$ cat src/rtl/shift_seq.sv
// Multi-cycle shifter: applies a 1-bit shift op `amount` times, one step per
// clock, under a start/done handshake. Result is held on sout until the next
// operation completes.
module shift_seq #(
   parameter int WIDTH = 16,
   parameter int AMT_W = 4
) (
   input  logic             clk,
   input  logic             reset,
   input  logic             start,
   input  logic [WIDTH-1:0] in,
   input  logic [1:0]       shift,
   input  logic [AMT_W-1:0] amount,
   output logic             busy,
   output logic             done,
   output logic [WIDTH-1:0] sout
);

   localparam logic [1:0] OP_NONE  = 2'b00;
   localparam logic [1:0] OP_LS    = 2'b01;
   localparam logic [1:0] OP_RS_0  = 2'b10;
   localparam logic [1:0] OP_RS_CP = 2'b11;

   typedef enum logic [1:0] {
      IDLE  = 2'b00,
      SHIFT = 2'b01,
      DONE  = 2'b10
   } state_t;

   state_t             state_reg;
   logic [WIDTH-1:0]   work_reg;
   logic [1:0]         op_reg;
   logic [AMT_W-1:0]   cnt_reg;
   logic [WIDTH-1:0]   sout_reg;
   logic               busy_reg;
   logic               done_reg;

   // One 1-bit step of the selected op; arithmetic right keeps the msb.
   function automatic logic [WIDTH-1:0] step(input logic [WIDTH-1:0] w,
                                             input logic [1:0] op);
      logic [WIDTH-1:0] r;
      case (op)
         OP_LS:    r = {w[WIDTH-2:0], 1'b0};
         OP_RS_0:  r = {1'b0, w[WIDTH-1:1]};
         OP_RS_CP: r = {w[WIDTH-1], w[WIDTH-1:1]};
         default:  r = w;
      endcase
      return r;
   endfunction

   logic [WIDTH-1:0] work_step;
   assign work_step = step(work_reg, op_reg);

   // Control FSM with registered busy/done/sout; start is only looked at in IDLE.
   always_ff @(posedge clk or posedge reset) begin
      if (reset) begin
         state_reg <= IDLE;
         work_reg  <= '0;
         op_reg    <= OP_NONE;
         cnt_reg   <= '0;
         sout_reg  <= '0;
         busy_reg  <= 1'b0;
         done_reg  <= 1'b0;
      end else begin
         case (state_reg)
            IDLE: begin
               done_reg <= 1'b0;
               if (start) begin
                  work_reg <= in;
                  op_reg   <= shift;
                  cnt_reg  <= amount;
                  busy_reg <= 1'b1;
                  // Zero-step operations complete immediately with the operand.
                  if (amount == '0 || shift == OP_NONE) begin
                     sout_reg  <= in;
                     done_reg  <= 1'b1;
                     state_reg <= DONE;
                  end else begin
                     state_reg <= SHIFT;
                  end
               end
            end
            SHIFT: begin
               work_reg <= work_step;
               cnt_reg  <= cnt_reg - AMT_W'(1);
               if (cnt_reg == AMT_W'(1)) begin
                  sout_reg  <= work_step;
                  done_reg  <= 1'b1;
                  state_reg <= DONE;
               end
            end
            DONE: begin
               done_reg  <= 1'b0;
               busy_reg  <= 1'b0;
               state_reg <= IDLE;
            end
            default: begin
               done_reg  <= 1'b0;
               busy_reg  <= 1'b0;
               state_reg <= IDLE;
            end
         endcase
      end
   end

   assign busy = busy_reg;
   assign done = done_reg;
   assign sout = sout_reg;

endmodule

$ cat config.mk
export PLATFORM = sky130hd
export DESIGN_NAME = shift_seq
export DESIGN_NICKNAME = d
export VERILOG_FILES = /design/src/rtl/shift_seq.sv
export SDC_FILE = /design/constraint.sdc
export NUM_CORES = 1
export LEC_CHECK = 0
export CORE_MARGIN = 1
export CORE_UTILIZATION = 53
export CTS_BUF_LIST = sky130_fd_sc_hd__clkbuf_8
export DETAILED_ROUTE_END_ITERATION = 16
export GPL_TIMING_DRIVEN = 0
export PLACE_DENSITY = 0.79
export SYNTH_ARGS = -nofsm -noshare
export SYNTH_HDL_FRONTEND = slang
export SYNTH_SLANG_ARGS = --single-unit
$ cat constraint.sdc
create_clock -name clk -period 2.78 [get_ports clk]
set_input_delay 0.556 -clock clk [delete_from_list [all_inputs] [get_ports clk]]
set_output_delay 0.556 -clock clk [all_outputs]
set_load 0.02 [all_outputs]
==> results.yml <==
setup_path:
  cp_slowest_cell: "clkdlybuf4s50_1"
  worst_setup_path_start_kind: "input pin"
  critical_path.max_fanout: 10
  crit_type: "input pin to register"
  worstPathCellList: "clkdlybuf4s50_1 > nor4_1 > o21ai_0 > nand2_2 > buf_6 > mux2_2"
  crit_arrival_ps: 2330
  crit_start: "amount[0]"
  r2r-start: "cnt_reg[1]"
  cp.required_ps: 2970
  rr_worst_depth: 7
  crit_path_end_kind: "register"
  cp_slowest_stage_delay_ps: 420
sta:
  fin_skew_ps: 9.91
  fin_ws_ps: 637
  fin_tns_setup_ps: 0
  slew_viol_final: 0
  post-route-period-util: 0.771
  slew_headroom: 0.629
  rsz0062_at_grt: "no"
  hold_viol_final: 0
  worst_pin_slew_ps: 554
  setup_violations: 0
  timing.fmax_mhz: 467
  min_period_ps: 2140
final_layout:
  area_growth_pct: 27.3
  insertedDiodeCount: 0
  layout_common_cells: "dfrtp_1, clkdlybuf4s50_1, mux2_2"
  final_layout_size_suffix_gt1_frac: 0.225
  final_nets: 288
clocking:
  path_clk_slew_ps: 70
  numCtsBuffers: 5
  h-tree-depth: 2
  clock_sinks: 42
  post-cts-setup-buffer-count: 0
  cts_hold_buffers: 0
  post_cts_resized: 0
  cts_tree: "yes"
  cts_root_buf: "clkbuf_8"
  clk_latency_ps: 310
  cts.path.max_buffers: 2
global_route:
  grt_max_degree: 31
  grt_overflow: 0
  grt_util_all_layers: 0.247
  grt_pass1_wl_um: 8130
  antenna_found_initial: 0
  grt_pass1_vias: 1771
pwr:
  cellPowerDensity_nw_per_um2: 1290
  power.leakage_nw: 1.20
  vdd_drop_max_v: 0.000683
synthesis:
  synth_area_per_cell_um2: 10.7
  yosysWarnings: 0
  synthCells: 211
  async_flop_share: 1.00
  syn_nets: 238
  synth_edf_count: 0
  synth-main-ff-cell: "dfrtp_1"
  netlist-cell-type-count: 33
  syn_area_um2: 2250
  synth_seq_cells: 42
  yosysSeqAreaShare: 0.468
placement:
  gp_congestion: 0.802
  dp_hpwl_um: 3390
  portBuffers: 42
  place_ws_ps: 307
detailed_routing:
  via_per_inst: 5.76
  drcViolationCount: 0
  first_iter_violations: 117
  ant_nets: 0
  dr.pass1.iters: 4
  vias: 1796
  wl_um: 4880
  wire_per_inst_um: 15.6
hold_path:
  worstHoldPathCells: 1
  hp-start: "sout[1]"
  min_path_type: "register to register"
floorplan:
  die_area_um2: 4500
  dieHeight_um: 67.1
  core_um2: 4030
  pin_count: 43
  die_w_um: 67.1
  initial_utilization: 0.558
  num_rows: 23
job:
  maxCapViolCount: 0
status:
  status: "completed"
## critical path: cells and delay by family
kind            cells  cell delay, ps
compound gates      1             190
buf+inv             2             610
mux                 1             350
simple gates        2             620
## cells in the mapped netlist, types with 2 or more instances
library cell  instances  area share
dfrtp_1              42        0.47
mux2_2               33        0.17
nand2_1              28       0.047
o21ai_0              19       0.042
a21oi_1              14       0.031
nor2_1               13       0.022
mux2i_1               8       0.036
a221oi_1              7       0.027
o2bb2ai_1             7       0.027
buf_2                 6       0.013
inv_1                 4      0.0067
buf_6                 3       0.015
buf_4                 2      0.0067
ha_1                  2       0.011
nand2b_1              2      0.0056
nand3_1               2      0.0045
nor2b_1               2      0.0056
nor3b_1               2      0.0067
## layer usage
layer	GRT usage	wire [µm]
met1	0.304	2220
met2	0.418	2380
met3	0.0599	226
met4	0.0904	57
met5	0	0
## final timing paths
check	end	slack [ps]
worst min register to register	sout[1]	510
worst max-delay path	sout[5]	640
worst min-delay path	sout[1]	510
min in group asynchronous	work_reg[3]	520
worst max register to register	sout[5]	840
max in group asynchronous	work_reg[15]	1810
## through the flow
stage | std cells | power [W] | hold WS (ps) | instance area, µm² | utilization
final | 312 | 0.00369 | 508 | 2860 | 0.710
after CTS | 312 | 0.00370 | 513 | 2860 | 0.710
after detailed placement | 304 | 0.00322 | 495 | 2750 | 0.683
after floorplan | 211 | 0.00259 | 489 | 2250 | -
after global routing | 312 | 0.00395 | 530 | 2860 | 0.710
after global placement | 303 | 0.00317 | 490 | 2730 | 0.678
## report_power, final
group	switching, W	internal [W]	leakage [nW]
Combinational	0.00103	0.00102	0.645
Clock	0.000216	0.000251	0.0575
Sequential	0.000242	0.000930	0.496
Total	0.00149	0.00220	1.20
## cells by family (layout without fill, tap and decap cells)
logic type,Yosys count,in the layout,share of synthesized area
simple gates,57,57,0.123
fa+ha+maj,2,2,0.0111
xor+xnor,1,1,0.00390
mux,41,41,0.201
flops,42,42,0.468
buf+inv,16,67,0.0434
compound gates,52,52,0.150
## area by class of cell
type / count / area (µm²)
well taps: 50 / 62.6
clock buffers: 8 / 110
inverters: 4 / 15.0
fillers: 338 / 1170
plain buffers: 12 / 82.6
repair buffers: 43 / 440
flip-flops and latches: 42 / 1050
multi-input cells: 153 / 1100
Power figures use the tool's default switching activity.
